==> src/rtl/command_arbiter_pkg.sv <==
// Shared types for the PSL command arbiter: FSM state encoding, WED requester
// index and the command buffer line carried from producers to the PSL port.
package command_arbiter_pkg;

    localparam int unsigned WED_REQ_INDEX = 0;
    localparam int unsigned CMD_TAG_W     = 8;

    typedef enum logic [1:0] {
        IDLE  = 2'd0,
        LOAD  = 2'd1,
        RUN   = 2'd2,
        DRAIN = 2'd3
    } arbiter_state_type;

    typedef struct packed {
        logic [12:0]          command;
        logic [11:0]          size;
        logic [63:0]          address;
        logic [CMD_TAG_W-1:0] tag;
    } CommandBufferLine;

endpackage

==> src/rtl/round_robin_priority_arbiter.sv <==
// Round-robin picker: grants the first requesting index strictly after
// pointer, wrapping cyclically over 0..NUM_REQ-1; output is one-hot or zero.
module round_robin_priority_arbiter #(
    parameter int unsigned NUM_REQ = 5
) (
    input  logic [NUM_REQ-1:0]         request,
    input  logic [$clog2(NUM_REQ)-1:0] pointer,
    output logic [NUM_REQ-1:0]         grant
);

    logic found;

    always_comb begin
        grant = '0;
        found = 1'b0;
        for (int unsigned off = 1; off <= NUM_REQ; off++) begin
            for (int unsigned k = 0; k < NUM_REQ; k++) begin
                if (!found && request[k] && (k == (32'(pointer) + off) % NUM_REQ)) begin
                    grant[k] = 1'b1;
                    found    = 1'b1;
                end
            end
        end
    end

endmodule

==> src/rtl/command_arbiter.sv <==
// Shares the PSL command port among AFU command producers: WED has strict
// priority, the rest round-robin; tracks credits, tags and outstanding count.
module command_arbiter
    import command_arbiter_pkg::*;
#(
    parameter int unsigned NUM_REQ         = 5,
    parameter int unsigned TAG_W           = 8,
    parameter int unsigned MAX_OUTSTANDING = 64,
    parameter int unsigned CREDIT_W        = 8
) (
    input  logic                               clock,
    input  logic                               reset,
    input  logic                               enabled_in,
    input  logic [CREDIT_W-1:0]                credits_init,
    input  logic [NUM_REQ-1:0]                 req_valid,
    input  CommandBufferLine [NUM_REQ-1:0]     req_command,
    output logic [NUM_REQ-1:0]                 req_pop,
    input  logic                               response_valid,
    input  logic [TAG_W-1:0]                   response_tag,
    input  logic signed [8:0]                  response_credits,
    output logic                               command_valid,
    output CommandBufferLine                   command_out,
    output logic [CREDIT_W-1:0]                credits_out,
    output logic [TAG_W:0]                     outstanding_out,
    output logic [1:0]                         state_out,
    output logic                               credit_overflow_error
);

    localparam int unsigned PTR_W = $clog2(NUM_REQ);
    localparam int unsigned SUM_W = CREDIT_W + 2;
    localparam logic [NUM_REQ-1:0] WED_MASK = NUM_REQ'(1) << WED_REQ_INDEX;
    localparam logic [TAG_W:0] MAX_OUT = (TAG_W + 1)'(MAX_OUTSTANDING);
    localparam logic signed [SUM_W-1:0] CREDIT_ONE = 1;

    arbiter_state_type state;
    logic [CREDIT_W-1:0] credits;
    logic [CREDIT_W-1:0] credit_limit;
    logic [TAG_W:0]      outstanding;
    logic [TAG_W-1:0]    next_tag;
    logic [PTR_W-1:0]    rr_ptr;
    logic [PTR_W-1:0]    grant_index;

    logic                eligible;
    logic                wed_grant;
    logic                grant_any;
    logic                resp_accept;
    logic [NUM_REQ-1:0]  rr_grant;
    logic [NUM_REQ-1:0]  grant;
    CommandBufferLine    issue_cmd;

    logic signed [SUM_W-1:0] credit_sum;
    logic                    credit_over;
    logic                    credit_under;
    logic [CREDIT_W-1:0]     credit_update;

    // Tags are not cross-checked against the issue sequence.
    logic unused_tag;
    assign unused_tag = ^response_tag;

    round_robin_priority_arbiter #(
        .NUM_REQ(NUM_REQ)
    ) u_rr (
        .request(req_valid & ~WED_MASK),
        .pointer(rr_ptr),
        .grant  (rr_grant)
    );

    assign eligible    = !reset && (state == RUN) && (credits != '0) && (outstanding < MAX_OUT);
    assign wed_grant   = eligible && req_valid[WED_REQ_INDEX];
    assign resp_accept = response_valid && (outstanding != '0);

    always_comb begin
        grant = '0;
        if (wed_grant) begin
            grant = WED_MASK;
        end else if (eligible) begin
            grant = rr_grant;
        end
    end

    assign grant_any = |grant;
    assign req_pop   = grant;

    always_comb begin
        grant_index = '0;
        for (int unsigned k = 0; k < NUM_REQ; k++) begin
            if (grant[k]) grant_index = PTR_W'(k);
        end
        issue_cmd     = req_command[grant_index];
        issue_cmd.tag = CMD_TAG_W'(next_tag);
    end

    // Net credit change of a same-cycle grant and response, saturated to [0, loaded value].
    always_comb begin
        credit_sum = signed'({2'b00, credits});
        if (resp_accept) credit_sum = credit_sum + SUM_W'(response_credits);
        if (grant_any)   credit_sum = credit_sum - CREDIT_ONE;
        credit_under = credit_sum[SUM_W-1];
        credit_over  = !credit_under && (credit_sum > signed'({2'b00, credit_limit}));
        if (credit_under) begin
            credit_update = '0;
        end else if (credit_over) begin
            credit_update = credit_limit;
        end else begin
            credit_update = credit_sum[CREDIT_W-1:0];
        end
    end

    always_ff @(posedge clock) begin
        if (reset) begin
            state                 <= IDLE;
            credits               <= '0;
            credit_limit          <= '0;
            outstanding           <= '0;
            next_tag              <= '0;
            rr_ptr                <= PTR_W'(NUM_REQ - 1);
            command_valid         <= 1'b0;
            command_out           <= '0;
            credit_overflow_error <= 1'b0;
        end else begin
            command_valid <= grant_any;
            if (grant_any) begin
                command_out <= issue_cmd;
                next_tag    <= next_tag + 1'b1;
                if (!wed_grant) rr_ptr <= grant_index;
            end

            case ({grant_any, resp_accept})
                2'b10:   outstanding <= outstanding + 1'b1;
                2'b01:   outstanding <= outstanding - 1'b1;
                default: outstanding <= outstanding;
            endcase

            if (grant_any || resp_accept) begin
                credits <= credit_update;
                if (credit_over || credit_under) credit_overflow_error <= 1'b1;
            end

            case (state)
                IDLE: begin
                    if (enabled_in) state <= LOAD;
                end
                LOAD: begin
                    credits      <= credits_init;
                    credit_limit <= credits_init;
                    state        <= RUN;
                end
                RUN: begin
                    if (!enabled_in) state <= DRAIN;
                end
                DRAIN: begin
                    if ((outstanding == '0) && !command_valid) state <= IDLE;
                end
                default: state <= IDLE;
            endcase
        end
    end

    assign credits_out     = credits;
    assign outstanding_out = outstanding;
    assign state_out       = state;

endmodule

==> config.mk <==
export PLATFORM = sky130hd
export DESIGN_NAME = command_arbiter
export DESIGN_NICKNAME = d
export VERILOG_FILES = /design/src/rtl/command_arbiter_pkg.sv /design/src/rtl/round_robin_priority_arbiter.sv /design/src/rtl/command_arbiter.sv
export SDC_FILE = /design/constraint.sdc
export NUM_CORES = 1
export LEC_CHECK = 0
export BUFFER_PORTS_ARGS = -buffer_cell sky130_fd_sc_hd__buf_2
export CORE_AREA = 3 3 252 254
export CTS_CLUSTER_SIZE = 8
export DETAILED_ROUTE_END_ITERATION = 16
export DIE_AREA = 0 0 255 257
export SYNTH_ARGS = -nofsm -noshare
export SYNTH_HDL_FRONTEND = slang
export SYNTH_SLANG_ARGS = --single-unit
export TNS_END_PERCENT = 20
==> constraint.sdc <==
create_clock -name clock -period 24.1 [get_ports clock]
set_input_delay 4.82 -clock clock [delete_from_list [all_inputs] [get_ports clock]]
set_output_delay 4.82 -clock clock [all_outputs]
set_load 0.05 [all_outputs]
==> reports/metrics.yaml, run 1 <==
grt:
  grt_pass1_vias: 12700
  grt_pass1_wl_um: 74700
  antenna_found_initial: 19
  grt_max_degree: 122
  gr-usage-all-layers: 0.150
  grt-ovfl-total: 0
yosys:
  syn_inst: 1477
  yosysMostFrequentCell: "mux2i_1"
  seq_area_frac_synth: 0.227
  yosysWarnings: 0
  synth-main-ff-cell: "dfxtp_1"
  syn-num-nets: 2058
  yosysUniqueCellTypes: 90
  synth.area.top_cells: "dfxtp_1 (23%), mux2i_1 (12%), ha_1 (6.2%)"
  synth_edf_count: 0
  synth.cell_area_um2: 12100
  yosys.area.top_type: "dfxtp_1"
  synthTopCellsByCount: "mux2i_1 (140), dfxtp_1 (137), a21oi_1 (118), nand2_1 (96), o21ai_0 (94)"
  synth.top_cell.area_share: 0.227
  async_flop_share: 0
  ys_ff_latch: 137
  syn_area_per_cell_um2: 8.17
final_layout:
  layoutNonFillerInstCount: 2807
  finalInstanceArea_um2: 16300
  layout.nets: 2575
  drive_gt1_frac: 0.356
  syn_to_final_growth_pct: 34.7
  multi_input_area_um2: 8660
  nFillCells: 6759
  regArea_um2: 2740
detailed_routing:
  wl_met1_um: 21600
  viasPerCell: 4.80
  ant_nets: 0
  detail_route.first_pass.iterations: 6
  post-route-drc-count: 0
  dr.max_layer_used: "met5"
  num_vias: 13500
  drt_iter0_drc: 1113
  dr_wl_met3_um: 4920
  drt-total-wl_um: 52100
  wl_per_cell_um: 18.6
  met2_length_um: 23900
sta:
  period_share: 0.503
  min_period_ns: 12.11
  hold_violations: 0
  fin_worst_skew_ns: 0.0131
  slew_violations: 0
  setup_violations: 0
  rsz0062_at_grt: "no"
  setup_tns_ns: 0
  maxSlewHeadroom: 0.363
  fmax_mhz: 82.6
  holdWs_ns: 0.473
  tightest_slew_ns: 0.956
clock_network:
  cts_buffer_depth: 2
  cts.sinks: 137
  cts_tree: "yes"
  cts_buffers: 17
  insertion_delay_ns: 0.46
  cts_setup_buffers: 0
  cts_root_buf: "clkbuf_16"
  htreeDepth: 4
  clkTransAtPathRegs_ns: 0.06
  ctsHoldBuffers: 0
  ctsResizeCount: 0
floorplan:
  die-height_um: 257
  die_area_um2: 65500
  start_util: 0.196
  die_w_um: 255
  rows: 91
  ios: 642
  core-area_um2: 61500
power_and_ir_drop:
  p_seq_frac: 0.237
  p_clk_frac: 0.196
  power_leakage_nw: 7.06
  p_switching_uw: 636
  cellPowerDensity_nw_per_um2: 80.7
  power.share.switching: 0.485
  comb_power_share: 0.568
  p_int_uw: 676
  peakVddDrop_mv: 0.0531
placed_design:
  dp.final_hpwl_um: 41800
  placed_area_um2: 15700
  dp.cells: 2765
  io_buffers: 593
  gp_congestion: 0.897
worst_setup_path:
  cp_max_fo: 57
  crit_required_ns: 19.28
  cp-start-kind: "input port"
  cp-end-kind: "primary output"
  reg2reg_slack_ns: 14.45
  crit_arrival_ns: 7.29
  criticalPathCategory: "input port to primary output"
run:
  drv_cap: 0
hold_path:
  hold_path_class: "register to register"
run_status:
  status: "completed"
## stage by stage
| stage | total power, mW | utilization | setup slack, ns |
|---|---|---|---|
| floorplan | 0.856 | - | 12.18 |
| global placement | 1.05 | 0.255 | 11.99 |
| detailed placement | 1.06 | 0.255 | 11.99 |
| CTS | 1.32 | 0.264 | 11.99 |
| global route | 1.40 | 0.264 | 11.74 |
| finish | 1.31 | 0.264 | 11.99 |
## worst paths after layout
path,cells past startpoint,to,from
setup reg to reg,39,credits_out[3]$_SDFFE_PP0P_,rr_ptr[1]$_SDFFE_PP0P_
hold reg to reg,1,command_out[22]$_SDFFE_PP0N_,command_out[22]$_SDFFE_PP0N_
hold / removal,1,command_out[22]$_SDFFE_PP0N_,command_out[22]$_SDFFE_PP0N_
setup / recovery,10,req_pop[4],req_valid[1]
## sequential cells by signal, indices dropped and copies added (netlist names)
register,cells
outstanding_out,9
next_tag,8
command_out,97
command_valid,1
credits_out,8
credit_overflow_error,1
credit_limit,8
rr_ptr,3
state_out,2
## cell usage in the layout (no fill, tap or decap), types with 13 or more instances in the layout
master / n
a211oi_1: 16
o21ai_0: 94
and3_1: 13
nor2b_1: 74
mux2i_1: 140
nor3_1: 19
a21oi_1: 118
buf_2: 593
nor2_1: 75
ha_1: 60
clkbuf_16: 17
a222oi_1: 34
nand3_1: 19
nand4_1: 14
a22o_1: 58
nand2_1: 96
xnor2_1: 27
mux2_2: 39
mux2_1: 33
o21ai_1: 37
dfxtp_1: 137
a21o_1: 13
buf_4: 17
inv_1: 42
nand2b_1: 17
## layer usage
metal,vias up,track usage
li1,6557,-
met1,6203,0.184
met2,615,0.243
met3,75,0.0503
met4,14,0.0570
met5,-,0
## power by group through the flow
stage	clock (mW)	sequential, mW	combinational (mW)
floorplan	0	0.456	0.399
global placement	0	0.313	0.741
detailed placement	0	0.314	0.742
CTS	0.269	0.310	0.744
global route	0.275	0.316	0.808
finish	0.257	0.310	0.745
## layout make-up
cell class | instances | share of cell area
clock buffers | 18 | 0.0270
multi-input cells | 1181 | 0.533
flip-flops and latches | 137 | 0.169
repair buffers | 611 | 0.192
inverters | 46 | 0.0106
diodes | 10 | 0.00154
clock inverters | 14 | 0.00677
well taps | 790 | 0.0608
## logic make-up (layout without fill, tap and decap cells)
| logic type | Yosys count | in the layout | synth area share |
|---|---|---|---|
| AOI/OAI and AO/OA | 476 | 476 | 0.264 |
| xor gates and xnor gates | 39 | 39 | 0.0305 |
| adders and majority gates | 62 | 62 | 0.0655 |
| buffers and inverters | 159 | 689 | 0.0592 |
| DFF | 137 | 137 | 0.227 |
| muxes | 212 | 212 | 0.183 |
| other | 0 | 10 | 0 |
| and+or+nand+nor | 392 | 392 | 0.171 |
## worst max-delay path: stages
cell and delay [ns]:
buf_2 0.17, mux2_2 0.28, nand2_1 0.06, o22ai_1 0.10, o31ai_1 0.47, nand4_1 0.16
and3_1 0.21, o21ai_4 0.13, buf_4 0.48, buf_2 0.38
No activity file was read; power rests on OpenSTA's default activity.
==> run 2, diff against run 1 <==
==> constraint.sdc (replaced) <==
create_clock -name clock -period 12.35 [get_ports clock]
set_input_delay 2.47 -clock clock [delete_from_list [all_inputs] [get_ports clock]]
set_output_delay 2.47 -clock clock [all_outputs]
set_load 0.05 [all_outputs]
==> run 2 against run 1 <==
Effect of this change: largest power group unchanged; via count fell by 0.58%; non-clock buffer count unchanged; core utilization about the same; final cell count unchanged.
==> reports/metrics.yaml, run 2 (synthesis gave the netlist of run 1 again) <==
run_status:
  status: "completed"
final_layout:
  layout.nets: 2575  # unchanged
  utilization: 0.265  # +0.000407
  largest_register_ffs: 97  # unchanged
  drive_gt1_frac: 0.356  # unchanged
  finalInstanceArea_um2: 16300  # +0.15%
  layoutNonFillerInstCount: 2807  # unchanged
  final_common_cell: "buf_2"
  top_register: "command_out"
  syn_to_final_growth_pct: 34.9
  layout_common_cells: "buf_2 (593), mux2i_1 (140), dfxtp_1 (137), a21oi_1 (118), nand2_1 (96)"
floorplan:
  core-area_um2: 61500  # unchanged
  ios: 642  # unchanged
  start_util: 0.196  # unchanged
  die_w_um: 255  # unchanged
  rows: 91  # unchanged
  die-height_um: 257  # unchanged
  die_area_um2: 65500  # unchanged
worst_setup_path:
  cp-end-kind: "register"
  crit_slowest_cell: "dfxtp_1"
  cpPeakStageDelay_ns: 0.63  # +0.15 ns
  cp_max_fo: 26  # -54%
  criticalPathCategory: "register to register"
  crit_arrival_ns: 9.76  # +2.47 ns
  crit_required_ns: 12.67  # -6.61 ns
  cp-start-kind: "register"
sta:
  slew_violations: 0  # unchanged
  rsz0062_at_grt: "no"
  setup_tns_ns: 0  # unchanged
  maxSlewHeadroom: 0.432  # +0.0694
  period_share: 0.764
  hold_violations: 0  # unchanged
  fin_worst_skew_ns: 0.0140  # +0.000897 ns
  layout_setup_ws_ns: 2.92  # -9.07 ns
  tightest_slew_ns: 0.852  # -0.104 ns
  setup_violations: 0  # unchanged
  min_period_ns: 9.43
  fmax_mhz: 106
detailed_routing:
  drt-total-wl_um: 52200  # +0.24%
  ant_nets: 0  # unchanged
  num_vias: 13400  # -0.58%
  dr.max_layer_used: "met5"
  dr_wl_met3_um: 5030  # +2.2%
  met2_length_um: 23900  # -0.34%
  wl_per_cell_um: 18.6  # +0.24%
  post-route-drc-count: 0  # unchanged
  viasPerCell: 4.77  # -0.58%
  wl_met1_um: 21700  # +0.86%
  drt_iter0_drc: 1290  # +16%
  detail_route.first_pass.iterations: 7  # +1
clock_network:
  cts_root_buf: "clkbuf_16"
  insertion_delay_ns: 0.46  # about the same
  cts_tree: "yes"
  cts_buffers: 17  # unchanged
  clkTransAtPathRegs_ns: 0.07  # about the same
  ctsResizeCount: 0  # unchanged
  cts_buffer_depth: 2  # unchanged
  ctsHoldBuffers: 0  # unchanged
  cts.sinks: 137  # unchanged
  htreeDepth: 4  # unchanged
  cts_setup_buffers: 0  # unchanged
grt:
  antenna_found_initial: 20  # +1
  grt_pass1_vias: 12500  # -1.2%
  grt_max_degree: 110  # -9.8%
  grt_pass1_wl_um: 74700  # about the same
  grt-ovfl-total: 0  # unchanged
  gr-usage-all-layers: 0.150  # about the same
power_and_ir_drop:
  peakVddDrop_mv: 0.100  # +89%
  cellPowerDensity_nw_per_um2: 158  # +96%
  power_leakage_nw: 7.07  # +0.16%
placed_design:
  place_worst_setup_slack_ns: 3.04  # -8.95 ns
  dp.final_hpwl_um: 41400  # -1.0%
  dp.cells: 2765  # unchanged
  io_buffers: 593  # unchanged
  placed_area_um2: 15700  # unchanged
  gp_congestion: 0.866  # -3.5%
hold_path:
  hold_path_class: "register to register"
run:
  drv_cap: 0  # unchanged
-- run 2: changes by cell type in the layout (fill, tap and decap cells not counted), sizes merged --
cell    previous run  this run
bufinv             0         1
inv               51        50
-- run 2: path summary, 6_finish.rpt --
path	start	endpoint	slack, ns	depth (start not counted)
max	rr_ptr[1]$_SDFFE_PP0P_	credits_out[7]$_SDFFE_PP0P_	2.92	37
min	command_out[3]$_SDFFE_PP0N_	command_out[3]$_SDFFE_PP0N_	0.47	2
max reg2reg	rr_ptr[1]$_SDFFE_PP0P_	credits_out[7]$_SDFFE_PP0P_	2.92	37
min reg2reg	command_out[3]$_SDFFE_PP0N_	command_out[3]$_SDFFE_PP0N_	0.47	2
-- run 2: report_power, final --
group | internal, mW | switching (mW) | leakage [nW] | total [mW]
Clock | 0.286 | 0.240 | 0.264 | 0.525
Sequential | 0.535 | 0.0670 | 1.11 | 0.602
Combinational | 0.518 | 0.935 | 5.70 | 1.45
-- run 2: final cells by class --
cell class                 count  area (um^2)
sequential                   137         2740
multi-input combinational   1181         8660
clock buffer                  18          439
antenna                       10         25.0
fill                        6766        45200
tap                          790          988
timing repair buffer         611         3120
inverter                      46          173
clock inverter                14          135
-- run 2: layer usage --
metal	up-vias	GRT usage
li1	6554	-
met1	6115	0.186
met2	640	0.243
met3	63	0.0458
met4	14	0.0594
met5	-	0
-- run 2: through the flow --
| stage | hold slack [ns] | power, mW |
|---|---|---|
| after floorplan | 0.434 | 1.67 |
| after global placement | 0.458 | 2.05 |
| after detailed placement | 0.458 | 2.05 |
| after CTS | 0.477 | 2.61 |
| after global routing | 0.493 | 2.75 |
| final | 0.470 | 2.58 |
-- run 2: worst max-delay path, delay by kind of cell, from the launching register on --
family                   cells  cell delay [ns]
flip-flops                   1             0.63
adder cells (fa/ha/maj)      4             1.39
XOR/XNOR                     2             0.90
buffers and inverters        5             1.22
AND/OR/NAND/NOR              9             1.61
multiplexers                 3             0.98
AO/OA/AOI/OAI               14             2.50
==> run 3, diff against run 2 <==
==> constraint.sdc (replaced) <==
create_clock -name clock -period 9.8 [get_ports clock]
set_input_delay 1.96 -clock clock [delete_from_list [all_inputs] [get_ports clock]]
set_output_delay 1.96 -clock clock [all_outputs]
set_load 0.05 [all_outputs]
==> run 3 against run 2 <==
Effect of this change: clock power is 39% higher; largest cell class unchanged; final area is 0.54% higher; wire length grew 1.4%; sequential cell count unchanged; critical endpoint is now credits_out[2]$_SDFFE_PP0P_; core utilization increased by 0.14 points.
==> reports/metrics.yaml, run 3 (synthesis gave the netlist of run 1 again) <==
worst_setup_path:
  criticalPathCategory: "register to register"
  path_delay_family: "compound AO/OA/AOI/OAI gates"
  cp_num_buf_inv: 5  # unchanged
  cp-start-kind: "register"
  crit_arrival_ns: 8.80  # -0.96 ns
  cp-end-kind: "register"
  cp_max_fo: 19  # -27%
  crit_slowest_cell: "xnor2_1"
  crit_required_ns: 10.13  # -2.54 ns
  cpPeakStageDelay_ns: 0.47  # -0.16 ns
clock_network:
  clkTransAtPathRegs_ns: 0.07  # about the same
  cts_tree: "yes"
  cts.sinks: 137  # unchanged
  cts_root_buf: "clkbuf_16"
  insertion_delay_ns: 0.47  # about the same
  cts_buffers: 17  # unchanged
  htreeDepth: 4  # unchanged
  cts_setup_buffers: 0  # unchanged
  ctsResizeCount: 0  # unchanged
  ctsHoldBuffers: 0  # unchanged
  cts_buffer_depth: 2  # unchanged
detailed_routing:
  drt-total-wl_um: 53000  # +1.4%
  num_vias: 13500  # +0.49%
  post-route-drc-count: 0  # unchanged
  ant_nets: 0  # unchanged
  detail_route.first_pass.iterations: 6  # -1
  viasPerCell: 4.79  # +0.42%
  wl_per_cell_um: 18.9  # +1.4%
  drt_iter0_drc: 1169  # -9.4%
final_layout:
  utilization: 0.266  # +0.00143
  top_register: "command_out"
  syn_to_final_growth_pct: 35.6
  largest_register_ffs: 97  # unchanged
  nFillCells: 6723  # -0.64%
  drive_gt1_frac: 0.357  # +0.00128
  final_common_cell: "buf_2"
  layout.nets: 2579  # +0.16%
  layoutNonFillerInstCount: 2809  # +0.071%
  layout_common_cells: "buf_2 (593), mux2i_1 (140), dfxtp_1 (137), a21oi_1 (118), nand2_1 (96)"
  multi_input_area_um2: 8660  # unchanged
  regArea_um2: 2740  # unchanged
  finalInstanceArea_um2: 16400  # +0.54%
placed_design:
  dp.cells: 2769  # +0.14%
  gp_congestion: 0.888  # +2.5%
  dp.final_hpwl_um: 42200  # +2.0%
  io_buffers: 593  # unchanged
  placed_area_um2: 15700  # +0.27%
  place_worst_setup_slack_ns: 1.41  # -1.63 ns
sta:
  tightest_slew_ns: 0.964  # +0.112 ns
  rsz0062_at_grt: "no"
  min_period_ns: 8.47  # -0.962 ns
  setup_violations: 0  # unchanged
  slew_violations: 0  # unchanged
  period_share: 0.865  # +0.101
  fmax_mhz: 118  # +11%
  maxSlewHeadroom: 0.350  # -0.0816
  holdWs_ns: 0.468  # -0.00241 ns
  setup_tns_ns: 0  # unchanged
  fin_worst_skew_ns: 0.0169  # +0.00295 ns
  hold_violations: 0  # unchanged
  layout_setup_ws_ns: 1.33  # -1.59 ns
grt:
  grt_pass1_vias: 12700  # +1.3%
  antenna_found_initial: 19  # -5.0%
  grt_pass1_wl_um: 75600  # +1.2%
  grt-ovfl-total: 0  # unchanged
  grt_max_degree: 80  # -27%
  gr-usage-all-layers: 0.153  # +0.00266
hold_path:
  hold_path_class: "register to register"
power_and_ir_drop:
  power_mw: 3.33  # +29%
  power_leakage_nw: 7.14  # +0.95%
  cellPowerDensity_nw_per_um2: 203  # +28%
  peakVddDrop_mv: 0.150  # +49%
floorplan:
  start_util: 0.196  # unchanged
  die_w_um: 255  # unchanged
  ios: 642  # unchanged
  core-area_um2: 61500  # unchanged
  die_area_um2: 65500  # unchanged
  rows: 91  # unchanged
  die-height_um: 257  # unchanged
run:
  drv_cap: 0  # unchanged
run_status:
  status: "completed"
[run 3: changes by cell type in the layout (fill, tap and decap cells not counted), sizes merged]
| cell | change |
|---|---|
| inv | +1 |
| buf | +4 |
| clkinv | +3 |
| diode | -2 |
| bufinv | +2 |
| clkinvlp | -6 |
[run 3: path summary, 6_finish.rpt]
kind | start | endpoint | slack [ns] | depth (start not counted)
max | rr_ptr[1]$_SDFFE_PP0P_ | credits_out[2]$_SDFFE_PP0P_ | 1.33 | 37
min | command_out[4]$_SDFFE_PP0N_ | command_out[4]$_SDFFE_PP0N_ | 0.47 | 2
max reg2reg | rr_ptr[1]$_SDFFE_PP0P_ | credits_out[2]$_SDFFE_PP0P_ | 1.33 | 37
min reg2reg | command_out[4]$_SDFFE_PP0N_ | command_out[4]$_SDFFE_PP0N_ | 0.47 | 2
[run 3: worst min-delay path, delay by kind of cell, from the launching register on]
family          cells  cell delay (ns)
flops               1             0.31
simple gates        1             0.06
compound gates      1             0.06
[run 3: power breakdown]
group | switching, mW | internal (mW) | total [mW]
logic | 1.18 | 0.655 | 1.84
registers | 0.0876 | 0.675 | 0.762
clock network | 0.314 | 0.414 | 0.728
[run 3: layout make-up]
type / instances / share of cell area
inverter: 46 / 0.0105
tap: 790 / 0.0604
clock buffer: 18 / 0.0268
clock inverter: 14 / 0.0113
timing repair buffer: 615 / 0.193
antenna: 8 / 0.00122
multi-input combinational: 1181 / 0.529
sequential: 137 / 0.168
[run 3: routing by layer]
| metal | share of wire | vias to the layer above | global-route usage |
|---|---|---|---|
| met5 | 0.0013 | - | 0 |
| met4 | 0.027 | 10 | 0.0535 |
| met3 | 0.095 | 64 | 0.0500 |
| met2 | 0.45 | 647 | 0.244 |
| met1 | 0.43 | 6183 | 0.192 |
| li1 | - | 6548 | - |
